[src/rtl/vga_pkg.sv]
// Shared VGA timing constants and derived boundaries for the sync, video-memory and colour stages.
// Latency: n/a (constants and pure functions only).
// Backpressure: n/a.
//
// Contents:
//   coord_t           10-bit pixel/line coordinate type
//   DEF_*             default 640x480@60 timing (pixels / lines), 100 MHz system clock
//   H_TOTAL, V_TOTAL  derived totals (800, 525)
//   H/V_SYNC_START/END derived sync pulse bounds (inclusive)
//   in_span()         inclusive range test used by the sync decoders
package vga_pkg;

    localparam int CNT_W = 10;
    typedef logic [CNT_W-1:0] coord_t;

    // Default timing: 100 MHz system clock divided down to a 25 MHz pixel rate.
    localparam int DEF_CLK_DIV = 4;

    localparam int DEF_H_VIS  = 640;
    localparam int DEF_H_FP   = 16;
    localparam int DEF_H_SYNC = 96;
    localparam int DEF_H_BP   = 48;

    localparam int DEF_V_VIS  = 480;
    localparam int DEF_V_FP   = 10;
    localparam int DEF_V_SYNC = 2;
    localparam int DEF_V_BP   = 33;

    // Derived totals and sync bounds; every boundary is a sum of the segment widths.
    localparam int H_TOTAL      = DEF_H_VIS + DEF_H_FP + DEF_H_SYNC + DEF_H_BP;
    localparam int V_TOTAL      = DEF_V_VIS + DEF_V_FP + DEF_V_SYNC + DEF_V_BP;
    localparam int H_SYNC_START = DEF_H_VIS + DEF_H_FP;
    localparam int H_SYNC_END   = H_SYNC_START + DEF_H_SYNC - 1;
    localparam int V_SYNC_START = DEF_V_VIS + DEF_V_FP;
    localparam int V_SYNC_END   = V_SYNC_START + DEF_V_SYNC - 1;

    // Inclusive range test on a coordinate.
    function automatic logic in_span(input coord_t pos, input int lo, input int hi);
        return (int'(pos) >= lo) && (int'(pos) <= hi);
    endfunction

endpackage

[src/rtl/vga_sync_gen_if.sv]
// Bundle of VGA timing outputs: pixel strobe, position, blanking, syncs, frame marker.
// Latency: n/a (wires only).
// Backpressure: none; consumers sample position/video_on when pixel_tick=1.
//
// Signals:
//   pixel_tick    one-clk strobe, counters advance at the end of this cycle
//   pixel_x/y     current column / line
//   video_on      1 inside the visible area
//   hsync/vsync   active-low sync pulses
//   end_of_frame  one-clk pulse on the last pixel of a frame
// Modports: master (generator side, drives), slave (consumer side, samples).
interface vga_sync_gen_if;
    import vga_pkg::*;

    logic   pixel_tick;
    coord_t pixel_x;
    coord_t pixel_y;
    logic   video_on;
    logic   hsync;
    logic   vsync;
    logic   end_of_frame;

    modport master (
        output pixel_tick,
        output pixel_x,
        output pixel_y,
        output video_on,
        output hsync,
        output vsync,
        output end_of_frame
    );

    modport slave (
        input pixel_tick,
        input pixel_x,
        input pixel_y,
        input video_on,
        input hsync,
        input vsync,
        input end_of_frame
    );

endinterface

[src/rtl/pixel_tick_div.sv]
// Mod-CLK_DIV counter producing a one-clk clock-enable strobe at the pixel rate.
// Latency: strobe is registered; first strobe on the CLK_DIV-th clk after reset release.
// Backpressure: none, free-running.
//
// Ports:
//   clk       system clock
//   reset     synchronous active-high reset (count=0, tick=0)
//   tick      registered strobe, high while the count sits at CLK_DIV-1
//   tick_nxt  value tick will take after the next edge (lets the parent
//             register tick-qualified outputs in step with tick itself)
module pixel_tick_div #(
    parameter int CLK_DIV = 4
) (
    input  logic clk,
    input  logic reset,
    output logic tick,
    output logic tick_nxt
);

    localparam int DW = (CLK_DIV > 1) ? $clog2(CLK_DIV) : 1;
    localparam logic [DW-1:0] LAST = DW'(CLK_DIV - 1);

    logic [DW-1:0] div_cnt;
    logic [DW-1:0] div_cnt_nxt;

    always_comb begin
        div_cnt_nxt = (div_cnt == LAST) ? '0 : div_cnt + 1'b1;
        tick_nxt    = (div_cnt_nxt == LAST);
    end

    // tick is held in a flop so it is a clean decode of div_cnt==CLK_DIV-1.
    always_ff @(posedge clk) begin
        if (reset) begin
            div_cnt <= '0;
            tick    <= 1'b0;
        end else begin
            div_cnt <= div_cnt_nxt;
            tick    <= tick_nxt;
        end
    end

endmodule

[src/rtl/vga_sync_gen.sv]
// VGA raster timing generator: pixel strobe, x/y position, video_on, hsync/vsync, end_of_frame.
// Latency: all outputs registered and mutually aligned (zero relative latency between them).
// Backpressure: none; consumers sample pixel_x/pixel_y/video_on when pixel_tick=1.
//
// Ports:
//   clk    system clock
//   reset  synchronous active-high reset; restarts the frame at (0,0)
//   vga    vga_sync_gen_if.master: pixel_tick, pixel_x, pixel_y, video_on,
//          hsync, vsync, end_of_frame
module vga_sync_gen
    import vga_pkg::*;
#(
    parameter int CLK_DIV = DEF_CLK_DIV,
    parameter int H_VIS   = DEF_H_VIS,
    parameter int H_FP    = DEF_H_FP,
    parameter int H_SYNC  = DEF_H_SYNC,
    parameter int H_BP    = DEF_H_BP,
    parameter int V_VIS   = DEF_V_VIS,
    parameter int V_FP    = DEF_V_FP,
    parameter int V_SYNC  = DEF_V_SYNC,
    parameter int V_BP    = DEF_V_BP
) (
    input  logic     clk,
    input  logic     reset,
    vga_sync_gen_if.master vga
);

    // Boundaries derived from the segment widths of this instance. Totals
    // must fit the 10-bit coordinates (<= 1024).
    localparam int LINE_LEN    = H_VIS + H_FP + H_SYNC + H_BP;
    localparam int FRAME_LINES = V_VIS + V_FP + V_SYNC + V_BP;
    localparam int HS_START    = H_VIS + H_FP;
    localparam int HS_END      = HS_START + H_SYNC - 1;
    localparam int VS_START    = V_VIS + V_FP;
    localparam int VS_END      = VS_START + V_SYNC - 1;

    localparam coord_t X_LAST = coord_t'(LINE_LEN - 1);
    localparam coord_t Y_LAST = coord_t'(FRAME_LINES - 1);

    // Decoders shared by the reset and run branches so both stay consistent.
    function automatic logic vis_at(input coord_t x, input coord_t y);
        return (int'(x) < H_VIS) && (int'(y) < V_VIS);
    endfunction

    function automatic logic hs_at(input coord_t x);
        return !in_span(x, HS_START, HS_END);
    endfunction

    function automatic logic vs_at(input coord_t y);
        return !in_span(y, VS_START, VS_END);
    endfunction

    logic   tick;
    logic   tick_nxt;
    coord_t x_q;
    coord_t y_q;
    coord_t x_nxt;
    coord_t y_nxt;
    logic   line_end;
    logic   vis_q;
    logic   hs_q;
    logic   vs_q;
    logic   eof_q;

    pixel_tick_div #(
        .CLK_DIV (CLK_DIV)
    ) u_div (
        .clk      (clk),
        .reset    (reset),
        .tick     (tick),
        .tick_nxt (tick_nxt)
    );

    // Next raster position: x advances on each tick, y on the tick that wraps x.
    always_comb begin
        line_end = (x_q == X_LAST);
        x_nxt    = x_q;
        y_nxt    = y_q;
        if (tick) begin
            x_nxt = line_end ? '0 : x_q + 1'b1;
            if (line_end) begin
                y_nxt = (y_q == Y_LAST) ? '0 : y_q + 1'b1;
            end
        end
    end

    // Decoded outputs are computed from the next position, so once registered
    // they describe the same pixel as pixel_x/pixel_y in the same cycle.
    // end_of_frame uses tick_nxt for the same reason: it must coincide with
    // the tick that sits on the last pixel, not follow it.
    always_ff @(posedge clk) begin
        if (reset) begin
            x_q   <= '0;
            y_q   <= '0;
            vis_q <= vis_at('0, '0);
            hs_q  <= hs_at('0);
            vs_q  <= vs_at('0);
            eof_q <= 1'b0;
        end else begin
            x_q   <= x_nxt;
            y_q   <= y_nxt;
            vis_q <= vis_at(x_nxt, y_nxt);
            hs_q  <= hs_at(x_nxt);
            vs_q  <= vs_at(y_nxt);
            eof_q <= tick_nxt && (x_nxt == X_LAST) && (y_nxt == Y_LAST);
        end
    end

    assign vga.pixel_tick   = tick;
    assign vga.pixel_x      = x_q;
    assign vga.pixel_y      = y_q;
    assign vga.video_on     = vis_q;
    assign vga.hsync        = hs_q;
    assign vga.vsync        = vs_q;
    assign vga.end_of_frame = eof_q;

endmodule

[src/flat_wrapper.sv]
// flat-port wrapper written by rule: the top's interface ports become plain ports
module vga_sync_gen_flat import vga_pkg::*;
#(
    parameter int CLK_DIV = DEF_CLK_DIV,
    parameter int H_VIS   = DEF_H_VIS,
    parameter int H_FP    = DEF_H_FP,
    parameter int H_SYNC  = DEF_H_SYNC,
    parameter int H_BP    = DEF_H_BP,
    parameter int V_VIS   = DEF_V_VIS,
    parameter int V_FP    = DEF_V_FP,
    parameter int V_SYNC  = DEF_V_SYNC,
    parameter int V_BP    = DEF_V_BP
)
  (clk, reset, vga_pixel_tick, vga_pixel_x, vga_pixel_y, vga_video_on, vga_hsync, vga_vsync, vga_end_of_frame);
  vga_sync_gen_if vga_i ();
  input  logic clk;
  input  logic reset;
  output wire logic [$bits(vga_i.pixel_tick)-1:0] vga_pixel_tick;
  output wire logic [$bits(vga_i.pixel_x)-1:0] vga_pixel_x;
  output wire logic [$bits(vga_i.pixel_y)-1:0] vga_pixel_y;
  output wire logic [$bits(vga_i.video_on)-1:0] vga_video_on;
  output wire logic [$bits(vga_i.hsync)-1:0] vga_hsync;
  output wire logic [$bits(vga_i.vsync)-1:0] vga_vsync;
  output wire logic [$bits(vga_i.end_of_frame)-1:0] vga_end_of_frame;
  assign vga_pixel_tick = vga_i.pixel_tick;
  assign vga_pixel_x = vga_i.pixel_x;
  assign vga_pixel_y = vga_i.pixel_y;
  assign vga_video_on = vga_i.video_on;
  assign vga_hsync = vga_i.hsync;
  assign vga_vsync = vga_i.vsync;
  assign vga_end_of_frame = vga_i.end_of_frame;
  vga_sync_gen #(.CLK_DIV(CLK_DIV), .H_VIS(H_VIS), .H_FP(H_FP), .H_SYNC(H_SYNC), .H_BP(H_BP), .V_VIS(V_VIS), .V_FP(V_FP), .V_SYNC(V_SYNC), .V_BP(V_BP)) u_core (.clk(clk), .reset(reset), .vga(vga_i));
endmodule
[config.mk]
export PLATFORM = sky130hd
export DESIGN_NAME = vga_sync_gen_flat
export DESIGN_NICKNAME = d
export VERILOG_FILES = /design/src/rtl/vga_pkg.sv /design/src/rtl/vga_sync_gen_if.sv /design/src/rtl/pixel_tick_div.sv /design/src/rtl/vga_sync_gen.sv /design/src/flat_wrapper.sv
export SDC_FILE = /design/constraint.sdc
export NUM_CORES = 1
export LEC_CHECK = 0
export ABC_AREA = 1
export CAP_MARGIN = 20
export CORE_ASPECT_RATIO = 0.7
export CORE_MARGIN = 5
export CORE_UTILIZATION = 60
export CTS_CLUSTER_SIZE = 24
export DETAILED_ROUTE_END_ITERATION = 6
export DONT_BUFFER_PORTS = 1
export PLACE_DENSITY = 0.74
export SLEW_MARGIN = 0
export SYNTH_ARGS = -nofsm -noshare
export SYNTH_HDL_FRONTEND = slang
export SYNTH_SLANG_ARGS = --single-unit
[constraint.sdc]
create_clock -name clk -period 5.2 [get_ports clk]
set_input_delay 0.52 -clock clk [delete_from_list [all_inputs] [get_ports clk]]
set_output_delay 0.52 -clock clk [all_outputs]
set_load 0.005 [all_outputs]
### After elaboration in Yosys (flattened, before gate mapping)

Cells that the tools add are included.

| word-level totals | value |
|---|---|
| input port bits | 2 |
| word-level logic and storage cells | 36 |
| output and inout port bits | 25 |
| register bits | 27 |

| cells by class | value |
|---|---|
| $lt $le $gt $ge | 6 |
| add/sub/neg operators | 3 |
| equality and inequality tests | 6 |
| reductions and logical operators | 7 |
| mux-type cells | 6 |

Operators with widths:

| cell | number |
|---|---|
| $mux W10 | 5 |
| $eq A10 B10 Y1 const B | 4 |
| $add A10 B1 Y10 const B | 2 |
| $ge A10 B10 Y1 const B | 1 |
| $ge A10 B9 Y1 const B | 1 |
| $le A10 B10 Y1 const B | 1 |
| $le A10 B9 Y1 const B | 1 |
| $lt A10 B10 Y1 const B | 1 |
| $lt A10 B9 Y1 const B | 1 |
| $logic_and A1 B1 Y1 | 5 |
| $eq A2 B2 Y1 const B | 2 |
| $add A2 B1 Y2 const B | 1 |
| $logic_not A1 Y1 | 2 |
| $mux W2 | 1 |

### Longest topological paths before layout

| depth | value |
|---|---|
| depth in word-level cells | 7 |
| depth in mapped cells | 13 |
| mapped depth without buffers | 13 |

### Modules after synthesis

A second synthesis with hierarchy kept.

| second synthesis, totals | value |
|---|---|
| cell total of the unflattened synthesis | 263 |
| area, all modules | 1634.1 um^2 |

Modules (own cells, without submodules):

| module | area an instance (um^2) | seq. area each (um^2) | cells each | instances |
|---|---|---|---|---|
| vga_sync_gen | 1517.7 | 480.5 | 251 | 1 |
| pixel_tick_div | 116.4 | 60.1 | 12 | 1 |

### Least setup slack after synthesis

OpenSTA, ideal clock, no wires.

| timing | value |
|---|---|
| path type | reg2reg |
| start point | register u_core.x_q[0], in the netlist u_core.vga.pixel_x[0] |
| end point | register u_core.vis_q, in the netlist u_core.vga.video_on |
| stages on the path, launching flop included | 13 |
| clock period less this slack | 1675 ps |
| slack | 3525 ps |
| arrival time | 1562 ps |
| data required time | 5087 ps |
| cell sequence | dfxtp_1 > ha_1 > nand2_1 > nor2_4 > inv_4 > nor2_8 > nand4_1 > nand2_1 > inv_1 > nor2_2 > nand2_1 > nand3_1 > nand2_1 |

| between the ends | value |
|---|---|
| longest elaborated chain between the ends | 5 |

RTL lines:

| what | line | RTL |
|---|---|---|
| start, declared | vga_sync_gen.sv:55 | `coord_t x_q;` |
| start signal, assigned | vga_sync_gen.sv:100 | `x_q <= x_nxt;` |
| $add A10 B1 Y10 or $eq A10 B10 Y1 (tied branches) | vga_sync_gen.sv:80, vga_sync_gen.sv:76 |  |
| $mux W10, on equally long branches | vga_sync_gen.sv:80, vga_sync_gen.sv:81 |  |
| $mux W10 | vga_sync_gen.sv:79 | `if (tick) begin` |
| $lt A10 B10 Y1 or $lt A10 B9 Y1 (tied branches) | vga_sync_gen.sv:42 | `return (int'(x) < H_VIS) && (int'(y) < V_VIS);` |
| $logic_and A1 B1 Y1 * | vga_sync_gen.sv:42 |  |
| end signal, assigned | vga_sync_gen.sv:95 | `vis_q <= vis_at('0, '0);` |
| end signal, assigned | vga_sync_gen.sv:102 | `vis_q <= vis_at(x_nxt, y_nxt);` |
| end, declared | vga_sync_gen.sv:60 | `logic vis_q;` |

Mark *: on every way between the ends. The rest lies on a longest branch, timed or not.
A chain may end at the register's enable or synchronous reset.

### Worst setup path in the final report

| timing | value |
|---|---|
| start point | register u_core.x_q[0], in the netlist u_core.vga.pixel_x[0] |
| end point | register u_core.eof_q, in the netlist u_core.vga.end_of_frame |

| between the ends | value |
|---|---|
| longest elaborated chain between the ends | 6 |

RTL lines:

| what | line | RTL |
|---|---|---|
| $add A10 B1 Y10 or $eq A10 B10 Y1 (tied branches) | vga_sync_gen.sv:80, vga_sync_gen.sv:76 |  |
| $mux W10 | vga_sync_gen.sv:80 | `x_nxt = line_end ? '0 : x_q + 1'b1;` |
| $mux W10 | vga_sync_gen.sv:79 |  |
| $eq A10 B10 Y1 | vga_sync_gen.sv:105 | `eof_q <= tick_nxt && (x_nxt == X_LAST) && (y_nxt == Y_LAST);` |
| $logic_and A1 B1 Y1 | vga_sync_gen.sv:105 |  |
| $logic_and A1 B1 Y1 * | vga_sync_gen.sv:105 |  |
| end signal, assigned | vga_sync_gen.sv:105 |  |
| end, declared | vga_sync_gen.sv:63 | `logic eof_q;` |

Marks and branches as above.

==> qor.yml <==
logic_synthesis:
  yosysTopAreaCell: "dfxtp_1"
  synthCells: 256
  yosys-top-cells-area: "dfxtp_1, nand2_1, nor2_1, inv_1, nand3_1"
  ys_ff_latch: 27
  synth_top_family_by_area: "simple AND/OR/NAND/NOR gates"
  synthSimpleGateAreaFrac_pct: 45.83
  synth_compound_area_share_pct: 4.252
  yosys.cell_types.count: 23
  yosys_warnings: 0
  synthAdderAreaFrac_pct: 3.937
  synth_top_area_share_pct: 34.02
  synth_xor_area_share_pct: 1.102
  synth.avg_cell_area_sq_um: 6.207
  synth_fp_nets: 263
  ys_seq_area_share_pct: 34.02
  syn_area_sq_um: 1589
  synth.area.mux_share_pct: 0
critical_path:
  cp_data_required_time_ps: 5380
  startpoint_type: "flop"
  crit_type: "flop to flop"
  cp_max_fo: 6
  arrival_ps: 2180
  rr_startpoint: "u_core.vga.pixel_x[0]"
  worstRegToRegCells: 10
  rr_endpoint: "u_core.vga.end_of_frame"
  r2r_setup_slack_ps: 3200
  crit_path_end_kind: "flop"
global_routing:
  grt_pass1_vias: 1377
  grt_max_degree: 26
  grtUsageTotal_pct: 23.21
  grt_overflow: 0
  grt_pass1_wl_microns: 6679
  antenna_found_initial: 0
placed_design:
  dp_slack_ps: 3233
  gp_congestion: 0.9852
  numPortBuffers: 0
  dp_hpwl_microns: 3081
min_path:
  hold_end: "u_core.u_div.div_cnt[0]"
  min_path_type: "input pin to flop"
  hold_start: "reset"
  hold_depth: 1
timing:
  grt_setup_unrepaired: "no"
  max_slew_margin_pct: 71.98
  slew_violations: 0
  setup_viol: 0
  hold_ws_ps: 300.4
  period_share_pct: 38.54
  max_freq_mhz: 499.0
  period_minus_slack_ps: 2004
  hold_viol_final: 0
  fin_setup_tns_ps: 0
  post-route-worst-setup-slack_ps: 3196
  finalClockSkew_ps: 5.729
  worst_pin_slew_ps: 419.8
floorplan:
  rows: 15
  ioPinCount: 27
  start_util_pct: 63.66
  dieHeight_microns: 53.06
  fp.dieArea_sq_um: 3794
  die_w_microns: 71.51
  fp.coreArea_sq_um: 2496
route:
  first_iter_violations: 112
  num_vias: 1584
  drc: 0
  dr.pass1.iters: 5
  drtAntennaViolNets: 0
  wl_per_cell_microns: 14.06
  routed_wl_microns: 4078
  via_per_inst: 5.462
clock_tree:
  clkSinkCount: 27
  htreeDepth: 1
  ctsResizeCount: 0
  post-cts-setup-buffers: 0
  cts_hold_buffers: 0
  insertion_delay_ps: 280
  cts_tree: "built"
  cts_buffers: 3
  clock-root-buffer: "clkbuf_8"
  path_clk_slew_ps: 100
  cts_max_path_buffers: 2
cells_and_area:
  drive_gt1_share_pct: 5.078
  area_growth_pct: 4.725
  nNetsFinal: 264
  diodes: 0
pwr:
  peakVddDrop_uv: 185.8
  power_leakage_uw: 0.0007458
  p_per_area_nw_per_um2: 207.7
outcome:
  status: "finished, final reports clean"
flow_run:
  drv_cap: 0
-- metrics by stage --
| step | cells | instance area [sq um] | total power, uW | util, % |
|---|---|---|---|---|
| after floorplan | 256 | 1589 | 225.8 | - |
| after global placement | 286 | 1615 | 224.9 | 64.71 |
| after detailed placement | 286 | 1615 | 225.3 | 64.71 |
| after CTS | 290 | 1664 | 348.5 | 66.67 |
| after global routing | 290 | 1664 | 359.1 | 66.67 |
| final | 290 | 1664 | 345.7 | 66.67 |
-- cell type report --
class | count | area, sq um
clock inverters | 1 | 7.507
multi-input cells | 184 | 875.8
clock buffers | 3 | 41.29
fillers | 233 | 832.0
well taps | 34 | 42.54
inverters | 41 | 156.4
flip-flops and latches | 27 | 540.5
-- synthesized netlist by cell type --
| cell type | instances |
|---|---|
| inv_1 | 39 |
| inv_4 | 1 |
| nand2_2 | 1 |
| nor2_8 | 1 |
| nor2_2 | 1 |
| nor2_1 | 54 |
| nand4_1 | 11 |
| inv_2 | 1 |
| a31oi_1 | 1 |
| a21oi_1 | 3 |
| buf_2 | 1 |
| ha_1 | 5 |
| nor3_1 | 4 |
| nand3_2 | 1 |
| nand2_1 | 63 |
| dfxtp_1 | 27 |
| clkbuf_1 | 3 |
| nor2_4 | 2 |
| o31ai_1 | 1 |
| nand3_1 | 27 |
| xor2_1 | 2 |
| o21ai_2 | 1 |
| o21ai_0 | 6 |
-- placed cells by master (no fill, tap or decap) --
cell type   synthesis  routed
a21oi_1             3       3
a31oi_1             1       1
clkbuf_8            0       3
clkinvlp_4          0       1
dfxtp_1            27      27
ha_1                5       5
inv_1              39      39
inv_2               1       1
inv_4               1       1
nand2_1            63      63
nand2_2             1       1
nand3_1            27      27
nand3_2             1       1
nand4_1            11      11
nor2_1             54      54
nor2_2              1       1
nor2_4              2       2
nor2_8              1       1
nor3_1              4       4
o21ai_0             6       6
o21ai_2             1       1
o31ai_1             1       1
xor2_1              2       2
-- routing by layer --
metal / global-route usage, % / up-vias / routed length, microns
met1: 32.50 / 698 / 1858
met2: 32.93 / 76 / 1608
li1: - / 806 / -
met5: 0 / - / 0
met3: 10.25 / 4 / 592
met4: 3.750 / 0 / 19
-- kinds of logic (layout without fill, tap and decap cells) --
| kind of cell | after synthesis | count (layout) |
|---|---|---|
| AND/OR/NAND/NOR | 165 | 165 |
| buffers and inverters | 45 | 45 |
| AO/OA/AOI/OAI | 12 | 12 |
| XOR/XNOR | 2 | 2 |
| flip-flops | 27 | 27 |
| adder cells (fa/ha/maj) | 5 | 5 |
-- registers in the layout, summed over array words and instances (netlist names) --
name and cells:
u_core.vga.pixel_x 10, u_core.vga.pixel_y 10, u_core.u_div.div_cnt 2, u_core.vga.video_on 1, u_core.u_div.tick 1, u_core.vga.vsync 1
u_core.vga.hsync 1, u_core.vga.end_of_frame 1
-- where the power goes --
part / internal [uW] / switching (uW) / leakage [uW]
clock network: 54.5 / 70.9 / 0.0000217
logic: 2.90 / 3.74 / 0.000506
registers: 210 / 3.92 / 0.000218
total: 267 / 78.6 / 0.000746
-- worst max-delay path by stage --
stage | start | end | depth (start not counted)
4_1_cts | u_core.vga.pixel_x[0] | u_core.vga.video_on | 12
2_1_floorplan | u_core.vga.pixel_x[0] | u_core.vga.video_on | 12
5_1_grt | u_core.vga.pixel_x[0] | u_core.vga.vsync | 10
3_5_place_dp | u_core.vga.pixel_x[0] | u_core.vga.video_on | 12
3_3_place_gp | u_core.vga.pixel_x[0] | u_core.vga.video_on | 12
6_report | u_core.vga.pixel_x[0] | u_core.vga.end_of_frame | 10
-- critical path, stage by stage, from the launching register on --
cell     delay, ps
dfxtp_1        450
ha_1           240
nand2_1        120
nor2_4         220
nand3_1        190
nor3_1         230
nor2_1          60
nand2_1        150
a21oi_1         60
nand3_1        120
nor2_1          60
No activity file was read; power rests on OpenSTA's default activity.
